## src/rtl/timer_pkg.sv

```systemverilog
// timer_pkg: shared constants for apb_timer_slave.
// Holds register addresses, TCR/TSR bit positions and the APB FSM state encoding.
package timer_pkg;

    localparam logic [7:0] ADDR_TDR  = 8'h00;
    localparam logic [7:0] ADDR_TCR  = 8'h01;
    localparam logic [7:0] ADDR_TSR  = 8'h02;
    localparam logic [7:0] ADDR_TCNT = 8'h03;

    localparam int TCR_LOAD = 7;
    localparam int TCR_DOWN = 5;
    localparam int TCR_EN   = 4;
    localparam int TCR_OVIE = 3;
    localparam int TCR_UDIE = 2;

    localparam int TSR_UDF = 1;
    localparam int TSR_OVF = 0;

    typedef enum logic [1:0] {IDLE, SETUP, ACCESS, DONE} apb_state_t;

endpackage

```

## src/rtl/timer_prescaler.sv

```systemverilog
// timer_prescaler: divides pclk by 2^(cks+1) and emits a one-cycle tick.
// Ports: pclk, presetn (async active-low), en (run), cks (divider select),
//        clr (restart the count), tick (one pclk wide pulse).
module timer_prescaler (
    input  logic       pclk,
    input  logic       presetn,
    input  logic       en,
    input  logic [1:0] cks,
    input  logic       clr,
    output logic       tick
);

    logic [3:0] cnt;
    logic [3:0] mask;

    // The low cks+1 bits of a free-running count are all ones once per period.
    assign mask = 4'((5'd2 << cks) - 5'd1);
    assign tick = en && ((cnt & mask) == mask);

    always_ff @(posedge pclk or negedge presetn) begin
        if (!presetn) cnt <= '0;
        else          cnt <= (clr || !en) ? 4'd0 : cnt + 4'd1;
    end

endmodule

```

## src/rtl/apb_timer_slave.sv

```systemverilog
// apb_timer_slave: APB completer with four byte registers and an 8-bit up/down timer.
// Ports: pclk, presetn (async active-low), APB psel/penable/pwrite/paddr/pwdata,
//        prdata/pready/pslverr responses, irq when TIMER_INT_EN is defined.
// Option: define TIMER_INT_EN to add the irq output and the OVIE/UDIE bits of TCR.
module apb_timer_slave
    import timer_pkg::*;
#(
    parameter int WAIT_CYCLES = 0,
    parameter int ADDR_W      = 8
) (
    input  logic              pclk,
    input  logic              presetn,
    input  logic              psel,
    input  logic              penable,
    input  logic              pwrite,
    input  logic [ADDR_W-1:0] paddr,
    input  logic [7:0]        pwdata,
    output logic [7:0]        prdata,
    output logic              pready,
    output logic              pslverr
`ifdef TIMER_INT_EN
    ,
    output logic              irq
`endif
);

`ifdef TIMER_INT_EN
    localparam logic [7:0] TCR_MASK = 8'hBF;
`else
    localparam logic [7:0] TCR_MASK = 8'hB3;
`endif

    apb_state_t state, phase;
    logic [3:0] wcnt;
    logic [7:0] tdr, tcr, tcnt, rdata;
    logic [1:0] tsr, tsr_set, tsr_clr;
    logic       hit, finish, wr, wr_tcr, load, tick;

    // The setup phase is recognised in the cycle it appears on the bus, so
    // with no wait states pready can rise in the very first access cycle.
    assign phase  = (state == IDLE && psel && !penable) ? SETUP : state;
    assign finish = (phase == SETUP && WAIT_CYCLES == 0) || (phase == ACCESS && wcnt == 4'd0);
    assign hit    = paddr <= ADDR_W'(ADDR_TCNT);

    assign rdata = (paddr == ADDR_W'(ADDR_TDR))  ? tdr :
                   (paddr == ADDR_W'(ADDR_TCR))  ? tcr :
                   (paddr == ADDR_W'(ADDR_TSR))  ? {6'd0, tsr} :
                   (paddr == ADDR_W'(ADDR_TCNT)) ? tcnt : 8'h00;

    assign wr      = state == DONE && pwrite;
    assign wr_tcr  = wr && paddr == ADDR_W'(ADDR_TCR);
    assign load    = wr_tcr && pwdata[TCR_LOAD];
    assign tsr_clr = (wr && paddr == ADDR_W'(ADDR_TSR)) ? pwdata[1:0] : 2'b00;

    // A LOAD replaces any tick in the same cycle, so it cannot raise a flag either.
    assign tsr_set[TSR_OVF] = tick && !load && !tcr[TCR_DOWN] && tcnt == 8'hFF;
    assign tsr_set[TSR_UDF] = tick && !load &&  tcr[TCR_DOWN] && tcnt == 8'h00;

    timer_prescaler u_prescaler (
        .pclk    (pclk),
        .presetn (presetn),
        .en      (tcr[TCR_EN]),
        .cks     (tcr[1:0]),
        .clr     (wr_tcr),
        .tick    (tick)
    );

    always_ff @(posedge pclk or negedge presetn) begin
        if (!presetn) begin
            state   <= IDLE;
            wcnt    <= '0;
            pready  <= 1'b0;
            pslverr <= 1'b0;
            prdata  <= '0;
        end else begin
            state   <= finish ? DONE : phase == SETUP ? ACCESS : phase == DONE ? IDLE : phase;
            wcnt    <= phase == SETUP ? 4'(WAIT_CYCLES - 1) : wcnt - 4'(phase == ACCESS);
            pready  <= finish;
            pslverr <= finish && !hit;
            prdata  <= (finish && !pwrite) ? rdata : 8'h00;
        end
    end

    always_ff @(posedge pclk or negedge presetn) begin
        if (!presetn) begin
            tdr  <= '0;
            tcr  <= '0;
            tsr  <= '0;
            tcnt <= '0;
        end else begin
            if (wr && paddr == ADDR_W'(ADDR_TDR)) tdr <= pwdata;
            if (wr_tcr) tcr <= pwdata & TCR_MASK;
            // Setting wins over a same-cycle write-1-to-clear.
            tsr  <= (tsr & ~tsr_clr) | tsr_set;
            tcnt <= load ? tdr : !tick ? tcnt : tcr[TCR_DOWN] ? tcnt - 8'd1 : tcnt + 8'd1;
        end
    end

`ifdef TIMER_INT_EN
    always_ff @(posedge pclk or negedge presetn) begin
        if (!presetn) irq <= 1'b0;
        else          irq <= |(tsr & {tcr[TCR_UDIE], tcr[TCR_OVIE]});
    end
`endif

endmodule

```

## config.mk

```make
export PLATFORM = sky130hd
export DESIGN_NAME = apb_timer_slave
export DESIGN_NICKNAME = d
export VERILOG_FILES = /design/src/rtl/timer_pkg.sv /design/src/rtl/timer_prescaler.sv /design/src/rtl/apb_timer_slave.sv
export SDC_FILE = /design/constraint.sdc
export NUM_CORES = 1
export LEC_CHECK = 0
export CORE_MARGIN = 2
export CORE_UTILIZATION = 40
export CTS_BUF_LIST = sky130_fd_sc_hd__clkbuf_8
export DETAILED_ROUTE_END_ITERATION = 8
export MAX_ROUTING_LAYER = met4
export SKIP_LAST_GASP = 1
export SLEW_MARGIN = 20
export SYNTH_ARGS = -nofsm -noshare
export SYNTH_HDL_FRONTEND = slang
export SYNTH_SLANG_ARGS = --single-unit
```

## constraint.sdc

```tcl
create_clock -name pclk -period 5.7 [get_ports pclk]
set_input_delay 1.14 -clock pclk [delete_from_list [all_inputs] [get_ports pclk]]
set_output_delay 1.14 -clock pclk [all_outputs]
set_load 0.02 [all_outputs]
```

-- After elaboration in Yosys (flattened, before gate mapping)
Index checks and enable logic that the tools add are counted.
- register bits: 43
- input bits: 21
- output and inout bits: 10
- word-level logic and storage cells: 74
- add/sub/neg operators: 5
- magnitude comparators: 1
- eq/ne operators: 9
- shift operators: 1
- muxes and demuxes: 15
- bitwise logic cells: 4
- reductions and logical operators: 29
- operator list (cell ; number):
    $mux W8 ; 8
    $eq A8 B2 Y1 const B ; 2
    $logic_and A1 B1 Y1 ; 16
    $logic_not A8 Y1 ; 2
    $mux W2 ; 5
    $add A8 B1 Y8 const B ; 1
    $eq A8 B1 Y1 const B ; 1
    $eq A8 B8 Y1 const B ; 1
    $le A8 B2 Y1 const B ; 1
    $mux W4 ; 2
    $sub A8 B1 Y8 const B ; 1
    $eq A2 B2 Y1 const B ; 3
    $logic_not A1 Y1 ; 6
    $add A4 B1 Y4 const B ; 1
    $and A4 B4 Y4 ; 1
    $eq A4 B4 Y1 ; 1
    $logic_not A4 Y1 ; 1
    $shl A2 B2 Y4 const A ; 1
    $sub A4 B1 Y4 ; 1
    $sub A4 B1 Y4 const B ; 1
    $and A2 B2 Y2 ; 1
    $eq A2 B1 Y1 const B ; 1
    $logic_not A2 Y1 ; 1
    $logic_or A1 B1 Y1 ; 2
    other kinds (3) ; 3

-- Longest topological paths before layout
- word-level depth: 9
- mapped depth: 8
- depth with buffers taken out: 8

-- Cells and area by module
Synthesis repeated with hierarchy kept, for this count alone.
- cells, all modules: 226
- area total of the unflattened synthesis: 2268.4 sq um
- modules (own cells, without submodules) (module ; times used ; cells each ; area an instance (sq um) ; seq. area each (sq um)):
    apb_timer_slave ; 1 ; 207 ; 2083.2 ; 975.9
    timer_prescaler ; 1 ; 19 ; 185.2 ; 100.1

-- Worst setup path after synthesis
Ideal clock, no wire load.
- kind: in2reg
- start point: input port paddr[7]
- end point: register prdata[0]
- setup time: 0.111 ns
- arrival time: 2.313 ns
- data required time: 5.589 ns
- path slack: 3.275 ns
- stages: 5
- path buffers: 1
- path through: nor4_4 > nand2_2 > or3_1 > buf_6 > a2111oi_2
- word-level cells in the longest chain between the ends: 6
- elaborated cells between the ends (all ways): 9
- those cells by class: eq/ne: 3; mux: 5; reduce/logical: 1
- ends and longest elaborated chain (item ; RTL line ; text):
    start, declared ; apb_timer_slave.sv:16 ; input logic [ADDR_W-1:0] paddr,
    $eq A8 B2 Y1 ; apb_timer_slave.sv:48 ; (paddr == ADDR_W'(ADDR_TCNT)) ? tcnt : 8'h00;
    $mux W8 ; apb_timer_slave.sv:48 ;
    $mux W8 ; apb_timer_slave.sv:47 ; (paddr == ADDR_W'(ADDR_TSR)) ? {6'd0, tsr} :
    $mux W8 ; apb_timer_slave.sv:46 ; (paddr == ADDR_W'(ADDR_TCR)) ? tcr :
    $mux W8 (*) ; apb_timer_slave.sv:45 ; assign rdata = (paddr == ADDR_W'(ADDR_TDR)) ? tdr :
    $mux W8 (*) ; apb_timer_slave.sv:80 ; prdata <= (finish && !pwrite) ? rdata : 8'h00;
    end signal, assigned ; apb_timer_slave.sv:80 ;
    end, declared ; apb_timer_slave.sv:18 ; output logic [7:0] prdata,
Mark *: on every way between the ends. The rest lies on a longest branch, timed or not.
A chain may end at the register's enable or synchronous reset.

-- Worst setup path in the final report
- start point: input port paddr[0]
- end point: register tdr[1]
- word-level cells in the longest chain between the ends: 2
- ends and longest elaborated chain (item ; RTL line ; text):
    $logic_not A8 Y1 ; apb_timer_slave.sv:91 ; if (wr && paddr == ADDR_W'(ADDR_TDR)) tdr <= pwdata;
    $logic_and A1 B1 Y1 ; apb_timer_slave.sv:91 ;
    end signal, assigned ; apb_timer_slave.sv:91 ;
    end, declared ; apb_timer_slave.sv:35 ; logic [7:0] tdr, tcr, tcnt, rdata;
No other way between the ends.

==> out/results.tsv <==
stage	metric	value	unit
run_status	status	completed	
clock_tree	CTS resizes	0	
drt	total routed wirelength	4782	um
clock_tree	clk sinks	43	
logic_synthesis	async set-reset flop share out of synthesis	100.0	%
critical_path	Req. time, crit path	5.87	ns
timing	Final Worst Setup Slack	2.864	ns
logic_synthesis	EDFF count, synth	0	
clock_tree	Num CTS Buffers	5	
clock_tree	Longest Clk Path Bufs	2	
timing	slew margin rel.	37.19	%
logic_synthesis	sequential fraction of the synthesis area	47.96	%
layout	fillers	537	
critical_path	CP max FO	16	
drt	Pre-antenna DRT Iters	4	
timing	final worst path period need	2.836	ns
critical_path	CP startpoint	paddr[0]	
logic_synthesis	largest cells by area after synthesis	dfrtp_1 48%, mux2_2 6.0%, ha_1 5.6%	
critical_path	Buf/Inv on CP	1	
drt	remaining antenna violation count	0	
logic_synthesis	Cell variety after synth	41	
placed_design	routability congestion estimate	0.7960	
drt	DR DRC count	0	
layout	ANT cells	0	
drt	via count	1742	
grt	vias in the first global route	1605	
critical_path	slowest CP cell	clkdlybuf4s50_1	
drt	drt first-iter violations	149	
power_and_ir_drop	pwr dens	251.3	nW/um^2
timing	RSZ-0062 raised after global routing	no	
logic_synthesis	FF+latch count, synth	43	
clock_tree	CTS Hold Buffers Added	0	
critical_path	CP Cell Sequence	clkdlybuf4s50_1, nor2_1, nand2_1, mux2_2	
min_path	HP Class	flip-flop to flip-flop	
timing	setup_tns	0	ns
grt	Remaining Overflow, GRT	0	
critical_path	CP endpoint kind	flip-flop	
layout	P&R area growth vs syn	20.25	%
logic_synthesis	Post-Syn Area	2243	um^2
floorplan	FP Rows	27	
timing	Hold Fails Final Rpt	0	
logic_synthesis	Synth area leader	dfrtp_1	
floorplan	die area	6224	um^2
grt	initial antenna violation count	0	
floorplan	Die Y	78.89	um
drt	DR WL/cell	14.58	um
logic_synthesis	Avg Inst Size Synth	9.971	um^2
clock_tree	H-tree levels	2	
layout	share of post-route cells with drive strength above 1	10.94	%
grt	global-route wire length before repair	8066	um
logic_synthesis	commonest register cell after synthesis	dfrtp_1	
timing	worst-margin pin slew	0.9422	ns
timing	skew final	0.008104	ns
floorplan	starting density of the core	40.99	%
placed_design	Port Buffers	30	
clock_tree	clock-pin slew on the worst setup and hold paths	0.08	ns
critical_path	RR Startpoint	tcr[5]$_DFFE_PN0P_	
min_path	worst hold start	tcr[7]$_DFFE_PN0P_	
timing	count of final setup violators	0	
critical_path	Worst Path Arrival	3.01	ns
critical_path	crit path kind	input pin to flip-flop	
critical_path	Largest stage delay, worst path	0.72	ns
logic_synthesis	yosys synthesis warning count	0	
timing	Max Slew Vio Count	0	
grt	Total GRT Usage	17.05	%
clock_tree	latest clock arrival within the worst-skew pair	0.29	ns
logic_synthesis	net count after synthesis	257	
floorplan	Die Wd	78.89	um
placed_design	dpl hpwl	3540	um
placed_design	pre-CTS setup slack	2.553	ns
logic_synthesis	post-synth top area share	47.96	%
critical_path	Worst Setup Start Kind	input pin	
job	max-cap violation count	0	
power_and_ir_drop	Leakage	1.225	nW
floorplan	I/O pin cnt	31	
critical_path	Crit path max-delay family	simple AND/OR/NAND/NOR gates	
power_and_ir_drop	VDD IR max	0.1460	mV
timing	Final Cycle Share	49.75	%
grt	largest net degree at the start of global routing	44	
clock_tree	Post-CTS Setup Inserts	0	
floorplan	Placeable Area	5473	um^2
layout	Layout Nets	287	
drt	Vias/cell	5.311	
clock_tree	TritonCTS clock tree	built	
timing	FMAX	352.6	MHz
logic_synthesis	Cells after Synth	225	
clock_tree	Clock Tree Root	clkbuf_8	
[where the power goes]
group,internal [mW],switching (mW),total (mW)
registers,0.330,0.0131,0.343
logic,0.0583,0.0640,0.122
clock network,0.110,0.102,0.212
[final timing paths]
path	slack (ns)	endpoint	cells after the start
max	2.86	tdr[1]$_DFFE_PN0P_	4
min	0.47	tcr[7]$_DFFE_PN0P_	2
max reg2reg	3.32	tcnt[6]$_DFFE_PN0P_	8
min reg2reg	0.47	tcr[7]$_DFFE_PN0P_	2
max in group asynchronous	4.13	tcnt[7]$_DFFE_PN0P_	1
min in group asynchronous	0.99	prdata[5]$_DFF_PN0_	1
[sequential cells by signal, indices dropped and copies added (netlist names)]
register,flops
tcnt,8
wcnt,4
u_prescaler.cnt,4
state,2
pslverr,1
pready,1
tsr,2
tcr,5
prdata,8
tdr,8
[cell type report]
cell class / instances / area, um^2 / share of cell area (%)
clock buffers: 7 / 96.34 / 3.571
clock inverters: 1 / 7.507 / 0.2783
well taps: 72 / 90.09 / 3.340
multi-input cells: 163 / 1087 / 40.31
flip-flops and latches: 43 / 1076 / 39.89
repair buffers: 30 / 295.3 / 10.95
inverters: 12 / 45.04 / 1.670
[cells in the final DEF, fill, tap and decap left out, types with 2 or more instances in the layout]
master	instances
dfrtp_1	43
clkdlybuf4s50_1	29
nor2_1	26
a21oi_1	23
nand2_1	19
inv_1	12
mux2_2	12
o21ai_0	10
ha_1	10
nand3_1	8
nand2b_1	7
clkbuf_8	7
xnor2_1	5
nor3_1	5
and3_1	3
mux2i_1	3
nor4_1	3
o21a_1	3
a211oi_1	3
a2111oi_2	2
o21bai_1	2
xor2_1	2
[metrics by stage]
step | utilization [%] | hold slack [ns] | std cells | power (mW) | cell area [um^2]
after detailed placement | 47.39 | 0.4604 | 320 | 0.4733 | 2594
after global routing | 49.29 | 0.5243 | 328 | 0.7184 | 2698
after global placement | 47.39 | 0.4580 | 320 | 0.4739 | 2594
after floorplan | - | 0.4421 | 225 | 0.4253 | 2243
after CTS | 49.29 | 0.4810 | 328 | 0.6888 | 2698
final | 49.29 | 0.4748 | 328 | 0.6778 | 2698
[synth_stat cells (2+ instances only)]
cell type / number
mux2i_1: 3
a211oi_1: 3
clkbuf_1: 4
inv_1: 12
a2111oi_2: 2
nand2b_1: 7
nand3_1: 8
o21a_1: 3
and3_1: 3
a21oi_1: 23
dfrtp_1: 43
o21bai_1: 2
xnor2_1: 5
xor2_1: 2
nor2_1: 26
nor3_1: 5
mux2_2: 12
o21ai_0: 10
nor4_1: 3
nand2_1: 19
ha_1: 10
[worst min-delay path: cells and delay by family, from the launching register on]
kind	cells	cell delay, ns
DFF	1	0.34
and+or+nand+nor	2	0.10
[routing by layer]
layer | GRT usage (%) | share of wire (%) | up-vias
met5 | - | 0 | -
met2 | 24.62 | 45 | 48
li1 | - | - | 852
met4 | 4.138 | 0.71 | 0
met3 | 3.295 | 6.3 | 2
met1 | 24.93 | 48 | 840
[cell families (layout without fill, tap and decap cells)]
family | count (synthesis) | after routing | synth area share [%]
buffers and inverters | 19 | 50 | 3.569
adder cells (fa/ha/maj) | 11 | 11 | 6.470
multiplexers | 15 | 15 | 7.362
flip-flops | 43 | 43 | 47.96
AND/OR/NAND/NOR | 80 | 80 | 17.96
XOR/XNOR | 7 | 7 | 2.733
AO/OA/AOI/OAI | 50 | 50 | 13.94
Note: power is estimated with default switching activity, not from simulation.
